===== src/rtl/frame_cfg_pkg.sv =====
// rtl/frame_cfg_pkg.sv - shared frame geometry, RMW state encoding and FAR field layout
package frame_cfg_pkg;

  localparam int FRAME_WORDS_DEF = 101;
  localparam int PAD_WORDS_DEF   = 101;
  localparam int TIMEOUT_DEF     = 4096;

  typedef enum logic [2:0] {
    ST_IDLE,
    ST_RD_REQ,
    ST_CAPTURE,
    ST_PATCH,
    ST_WR_REQ,
    ST_WRITE,
    ST_DONE
  } rmw_state_e;

  // Frame address layout, common with the LUT-to-frame-address stage.
  typedef struct packed {
    logic [5:0] reserved;
    logic [2:0] block_type;
    logic       top;
    logic [4:0] hclk_row;
    logic [9:0] major;
    logic [6:0] minor;
  } far_t;

  function automatic logic [31:0] merge_half(input logic [31:0] word,
                                             input logic [15:0] half,
                                             input logic        msb);
    return msb ? {half, word[15:0]} : {word[31:16], half};
  endfunction

endpackage


===== src/rtl/frame_buffer.sv =====
// rtl/frame_buffer.sv - one-frame word store, single write port, combinational read
module frame_buffer
  import frame_cfg_pkg::*;
#(
  parameter int DEPTH = FRAME_WORDS_DEF,
  parameter int AW    = $clog2(FRAME_WORDS_DEF)
) (
  input  logic          Clk,
  input  logic          we,
  input  logic [AW-1:0] waddr,
  input  logic [31:0]   wdata,
  input  logic [AW-1:0] raddr,
  output logic [31:0]   rdata
);

  logic [31:0] mem [DEPTH];

  always_ff @(posedge Clk) begin
    if (we) begin
      mem[waddr] <= wdata;
    end
  end

  assign rdata = mem[raddr];

endmodule


===== src/rtl/frame_patch_rmw.sv =====
// rtl/frame_patch_rmw.sv - fetch a configuration frame, patch one LUT half-word, write it back
module frame_patch_rmw
  import frame_cfg_pkg::*;
#(
  parameter int FRAME_WORDS = FRAME_WORDS_DEF,
  parameter int PAD_WORDS   = PAD_WORDS_DEF,
  parameter int TIMEOUT     = TIMEOUT_DEF
) (
  input  logic        Clk,
  input  logic        Reset,
  input  logic        far_valid,
  input  logic [31:0] far,
  input  logic [7:0]  word_offset,
  input  logic        msb_lsb,
  input  logic [15:0] patch_data,
  output logic        busy,
  output logic        rd_req,
  output logic [31:0] rd_far,
  input  logic        rd_ack,
  input  logic        rd_valid,
  input  logic [31:0] rd_data,
  output logic        wr_req,
  output logic [31:0] wr_far,
  input  logic        wr_ack,
  output logic        wr_valid,
  output logic [31:0] wr_data,
  output logic        wr_last,
  input  logic        wr_ready,
  output logic        done,
  output logic        error
);

  localparam int AW = $clog2(FRAME_WORDS);
  localparam int CW = $clog2(PAD_WORDS + FRAME_WORDS + 1);
  localparam int TW = $clog2(TIMEOUT + 1);

  rmw_state_e    state_q, state_d;
  logic [31:0]   far_q, far_d;
  logic [AW-1:0] offset_q, offset_d;
  logic          msb_q, msb_d;
  logic [15:0]   patch_q, patch_d;
  logic [CW-1:0] cnt_q, cnt_d;
  logic [TW-1:0] tmo_q, tmo_d;
  logic [AW-1:0] idx_q, idx_d;
  logic          err_q, err_d;

  logic          buf_we;
  logic [AW-1:0] buf_waddr;
  logic [31:0]   buf_wdata;
  logic [AW-1:0] buf_raddr;
  logic [31:0]   buf_rdata;

  frame_buffer #(
    .DEPTH (FRAME_WORDS),
    .AW    (AW)
  ) u_frame_buffer (
    .Clk   (Clk),
    .we    (buf_we),
    .waddr (buf_waddr),
    .wdata (buf_wdata),
    .raddr (buf_raddr),
    .rdata (buf_rdata)
  );

  always_comb begin
    state_d   = state_q;
    far_d     = far_q;
    offset_d  = offset_q;
    msb_d     = msb_q;
    patch_d   = patch_q;
    cnt_d     = cnt_q;
    tmo_d     = tmo_q;
    idx_d     = idx_q;
    err_d     = err_q;
    buf_we    = 1'b0;
    buf_waddr = '0;
    buf_wdata = '0;
    // The read port serves the patch merge in PATCH and the stream otherwise.
    buf_raddr = (state_q == ST_PATCH) ? offset_q : idx_q;

    busy     = (state_q != ST_IDLE);
    rd_req   = (state_q == ST_RD_REQ);
    wr_req   = (state_q == ST_WR_REQ);
    wr_valid = (state_q == ST_WRITE);
    wr_data  = buf_rdata;
    wr_last  = (state_q == ST_WRITE) && (idx_q == AW'(FRAME_WORDS - 1));
    done     = (state_q == ST_DONE);
    error    = (state_q == ST_DONE) && err_q;
    rd_far   = far_q;
    wr_far   = far_q;

    case (state_q)
      ST_IDLE: begin
        if (far_valid) begin
          far_d    = far;
          offset_d = word_offset[AW-1:0];
          msb_d    = msb_lsb;
          patch_d  = patch_data;
          if (32'(word_offset) >= 32'(FRAME_WORDS)) begin
            err_d   = 1'b1;
            state_d = ST_DONE;
          end else begin
            err_d   = 1'b0;
            state_d = ST_RD_REQ;
          end
        end
      end
      ST_RD_REQ: begin
        if (rd_ack) begin
          cnt_d   = '0;
          tmo_d   = '0;
          state_d = ST_CAPTURE;
        end
      end
      ST_CAPTURE: begin
        if (rd_valid) begin
          tmo_d = '0;
          cnt_d = cnt_q + CW'(1);
          // Leading pad-frame beats are counted but never stored.
          if (cnt_q >= CW'(PAD_WORDS)) begin
            buf_we    = 1'b1;
            buf_waddr = AW'(cnt_q - CW'(PAD_WORDS));
            buf_wdata = rd_data;
          end
          if (cnt_q == CW'(PAD_WORDS + FRAME_WORDS - 1)) begin
            state_d = ST_PATCH;
          end
        end else if (tmo_q == TW'(TIMEOUT - 1)) begin
          err_d   = 1'b1;
          state_d = ST_DONE;
        end else begin
          tmo_d = tmo_q + TW'(1);
        end
      end
      ST_PATCH: begin
        buf_we    = 1'b1;
        buf_waddr = offset_q;
        buf_wdata = merge_half(buf_rdata, patch_q, msb_q);
        state_d   = ST_WR_REQ;
      end
      ST_WR_REQ: begin
        if (wr_ack) begin
          idx_d   = '0;
          state_d = ST_WRITE;
        end
      end
      ST_WRITE: begin
        if (wr_ready) begin
          if (idx_q == AW'(FRAME_WORDS - 1)) begin
            err_d   = 1'b0;
            state_d = ST_DONE;
          end else begin
            idx_d = idx_q + AW'(1);
          end
        end
      end
      ST_DONE: begin
        state_d = ST_IDLE;
      end
      default: begin
        state_d = ST_IDLE;
      end
    endcase
  end

  always_ff @(posedge Clk) begin
    if (Reset) begin
      state_q  <= ST_IDLE;
      far_q    <= '0;
      offset_q <= '0;
      msb_q    <= 1'b0;
      patch_q  <= '0;
      cnt_q    <= '0;
      tmo_q    <= '0;
      idx_q    <= '0;
      err_q    <= 1'b0;
    end else begin
      state_q  <= state_d;
      far_q    <= far_d;
      offset_q <= offset_d;
      msb_q    <= msb_d;
      patch_q  <= patch_d;
      cnt_q    <= cnt_d;
      tmo_q    <= tmo_d;
      idx_q    <= idx_d;
      err_q    <= err_d;
    end
  end

endmodule

===== config.mk =====
export PLATFORM = sky130hd
export DESIGN_NAME = frame_patch_rmw
export DESIGN_NICKNAME = d
export VERILOG_FILES = /design/src/rtl/frame_cfg_pkg.sv /design/src/rtl/frame_buffer.sv /design/src/rtl/frame_patch_rmw.sv
export SDC_FILE = /design/constraint.sdc
export NUM_CORES = 2
export LEC_CHECK = 0
export ABC_CLOCK_PERIOD_IN_PS = 7700
export BUFFER_PORTS_ARGS = -buffer_cell sky130_fd_sc_hd__buf_4
export CORE_ASPECT_RATIO = 0.6
export CORE_MARGIN = 1.5
export CORE_UTILIZATION = 30
export CTS_CLUSTER_DIAMETER = 80
export DETAILED_ROUTE_END_ITERATION = 12
export GPL_TIMING_DRIVEN = 0
export PLACE_DENSITY_LB_ADDON = 0.15
export REMOVE_ABC_BUFFERS = 1
export SLEW_MARGIN = 40
export SYNTH_ARGS = -nofsm -noshare
export SYNTH_HDL_FRONTEND = slang
export SYNTH_SLANG_ARGS = --single-unit

===== constraint.sdc =====
create_clock -name Clk -period 7.7 [get_ports Clk]
set_input_delay 0.77 -clock Clk [delete_from_list [all_inputs] [get_ports Clk]]
set_output_delay 0.77 -clock Clk [all_outputs]
set_load 0.02 [all_outputs]

==> metrics.cfg <==
[outcome]
run_status=completed

[global_routing]
antenna_found_initial=24
grt_pass1_vias=78800
grt_first_pass_wirelength_mm=645
grt_max_degree=66
grt_overflow=0
grtUsageTotal_pct=20.6

[route]
firstDrtPassIters=6
viasPerCell=5.23
wl_mm=468
vias=81900
drtIter0Drc=8658
ant_nets=0
drc=0
avgRoutedWirePerCell_um=29.9

[yosys]
synthCells=8973
synth-xor-area-share_pct=0.180
ys_async_sr_fraction_pct=0
synth_edf_count=3232
synth_flop_cell=edfxtp_1
postSynthAreaPerCell_um2=14.6
synth.area.mux_share_pct=4.48
synth_top_family_by_area=simple AND/OR/NAND/NOR gates
ys_ff_latch=3320
synth_area_um2=131000
yosysSeqAreaShare_pct=75.3
synth_cell_types=83
synth-compound-area-share_pct=7.74
synth-simple-area-share_pct=9.66
ys_warn_count=0
synth_adder_area_share_pct=0.0572

[cells_and_area]
fillers=40000
final_cell_mix=edfxtp_1 (3232), nand2_1 (2012), a21oi_1 (544)
nets=9749
multi_input_area_um2=31100
seq_area_um2=98800
final_area_um2=163000
mostFrequentLayoutCell=edfxtp_1
syn_to_final_growth_pct=24.4
drive_gt1_share_pct=18.4

[power_and_ir_drop]
ir_worst_vdd_mv=0.205
p_per_area_nw_per_um2=240
power_w=0.0392
leakagePower_nw=50.7

[floorplan]
top_level_ports=199
std_cell_rows=187
die_h_um=515
start_util_pct=30.3
core_area_um2=434000
die_x_um=857
die_area_um2=442000

[clocking]
cts_max_path_buffers=4
cts.sinks=3320
cts_max_level=5
tritoncts=done
numCtsBuffers=327
root_buffer=clkbuf_16
clkSlewWorstSetupHoldPaths_ps=60
clk_latency_ps=950

[critical_path]
required_ps=6930
crit_fanout=26
timing.critical_path.buf_inv=14
worst_setup_path_start_kind=flip-flop
cp_top_family=buffers and inverters
critPathMaxStageDelay_ps=630
worstSetupEndpointType=primary output
critPathSlowestCell=o211ai_1
rrSetupSlack_ps=390
path_cells=nand3b_4 -> buf_12 -> buf_12 -> a21oi_4 -> buf_8 -> buf_8 -> buf_8 -> buf_8 -> buf_8 -> buf_8 -> buf_8 -> nor2_4 -> buf_16 -> buf_8 -> buf_16 -> nand3_1 -> nand4_1 -> nand3_1 -> o211ai_1 -> buf_4 -> nor2b_2 -> buf_4
crit_top_cell=buf_8
crit_arrival_ps=6860
critical_path_class=reg -> out

[sta]
timing.hold.ws_ps=69.4
maxSlewViolCount=0
finalCriticalPeriod_ps=7630
tightest_slew_ps=888
worst_slack_ps=72.8
finalHoldViolCount=0
rsz0062_at_grt=false
finalSetupViolCount=0
max-slew-margin-rel_pct=40.2
fin_crit_sh_pct=99.1
clock_skew_ps=84.2
max_clock_freq_mhz=131
finalSetupTns_ps=0

[place]
place_hpwl_mm=332
portBuffers=198
postPlaceCellArea_um2=153000
place_congestion=0.780
place_ws_ps=-606

[run]
drv_cap=0

[worst_hold_path]
min_path_type=in -> reg

state kept, by name (all words and copies together), names as in the netlist:
signal              count
cnt_q                   8
err_q                   1
idx_q                   7
msb_q                   1
offset_q                7
patch_q                16
rd_far                 32
state_q                 3
tmo_q                  13
u_frame_buffer.mem   3232
per-layer routing:
layer	share of wire (%)	vias up	wire length, um	GRT usage (%)
li1	-	35600	-	-
met1	46	42800	214000	30.3
met2	44	2877	206000	31.2
met3	7.2	549	33800	3.70
met4	3.0	0	14200	5.77
met5	0	-	0	0
cell usage after synthesis (all sizes together), types with 8 or more instances:
cell type     n  area [um^2]
a21o         24          180
nor2b        38          238
a31oi       171         1070
dfxtp        88         1760
a32oi       144         1260
mux4        116         2610
a221oi       53          527
a2111oi       9         78.8
mux2          8         90.1
edfxtp     3232        97100
a22oi       171         1280
mux2i       316         3180
o21ai        77          397
o22ai        20          125
a311oi       12          105
nand2      2033         7630
nand4        97          607
buf         437         2660
xnor2         8         70.1
o2111ai      45          394
o211ai       29          218
o31ai         9         72.6
clkbuf      188          706
a21boi        9         67.6
inv          19         71.3
nor3         18         90.1
and2         18          113
nand3       544         2720
nor2        214          831
xor2         19          166
o211a        36          360
a22o         11         96.3
a21oi       551         2770
a211oi       82          616
a32o          8         80.1
and3         28          175
per-stage QoR:
stage | std cells | util [%]
after floorplan | 8348 | -
after global placement | 14300 | 31.5
final | 15700 | 37.6
after CTS | 15700 | 37.6
after detailed placement | 15100 | 35.2
after global routing | 15700 | 37.6
final timing paths:
path                                                   to           start  cells after the start
worst max register to register  u_frame_buffer.mem[47][0]      state_q[2]                     27
worst min-delay path                          patch_q[13]  patch_data[13]                      3
worst min register to register                offset_q[6]     offset_q[6]                      2
worst max-delay path                           wr_data[1]      state_q[2]                     22
cell type report:
cell class                 count  share of cell area [%]
antenna                       11                  0.0168
clock buffer                 401                    5.29
clock inverter               169                   0.983
inverter                      20                  0.0482
multi-input combinational   5009                    19.0
sequential                  3320                    60.5
tap                         5764                    4.41
timing repair buffer         969                    9.74
cells by family (layout without fill, tap and decap cells):
logic type,after synthesis,count (layout)
muxes,440,440
other,0,11
DFF,3320,3320
buffers and inverters,645,1559
adders and majority gates,6,6
and+or+nand+nor,3024,3024
AOI/OAI and AO/OA,1511,1512
xor gates and xnor gates,27,27
timing repair:
action                     in CTS  in global routing
buffers inserted                3                  0
hold buffers                    2                  0
resized for setup              17                  3
pin swaps                       3                  2
gates cloned                    1                  0
hold endpoints to repair        2                  0
setup endpoints to repair     431                  8
power by group:
part	internal (W)	switching, W
combinational	0.00111	0.00212
clock	0.00892	0.00703
sequential	0.0199	0.000134
total	0.0299	0.00929
worst min-delay path: cells and delay by family:
| family | cells | cell delay, ps |
|---|---|---|
| compound gates | 1 | 50 |
| buf+inv | 1 | 110 |
| simple gates | 1 | 50 |
(Power assumes the default switching activity.)
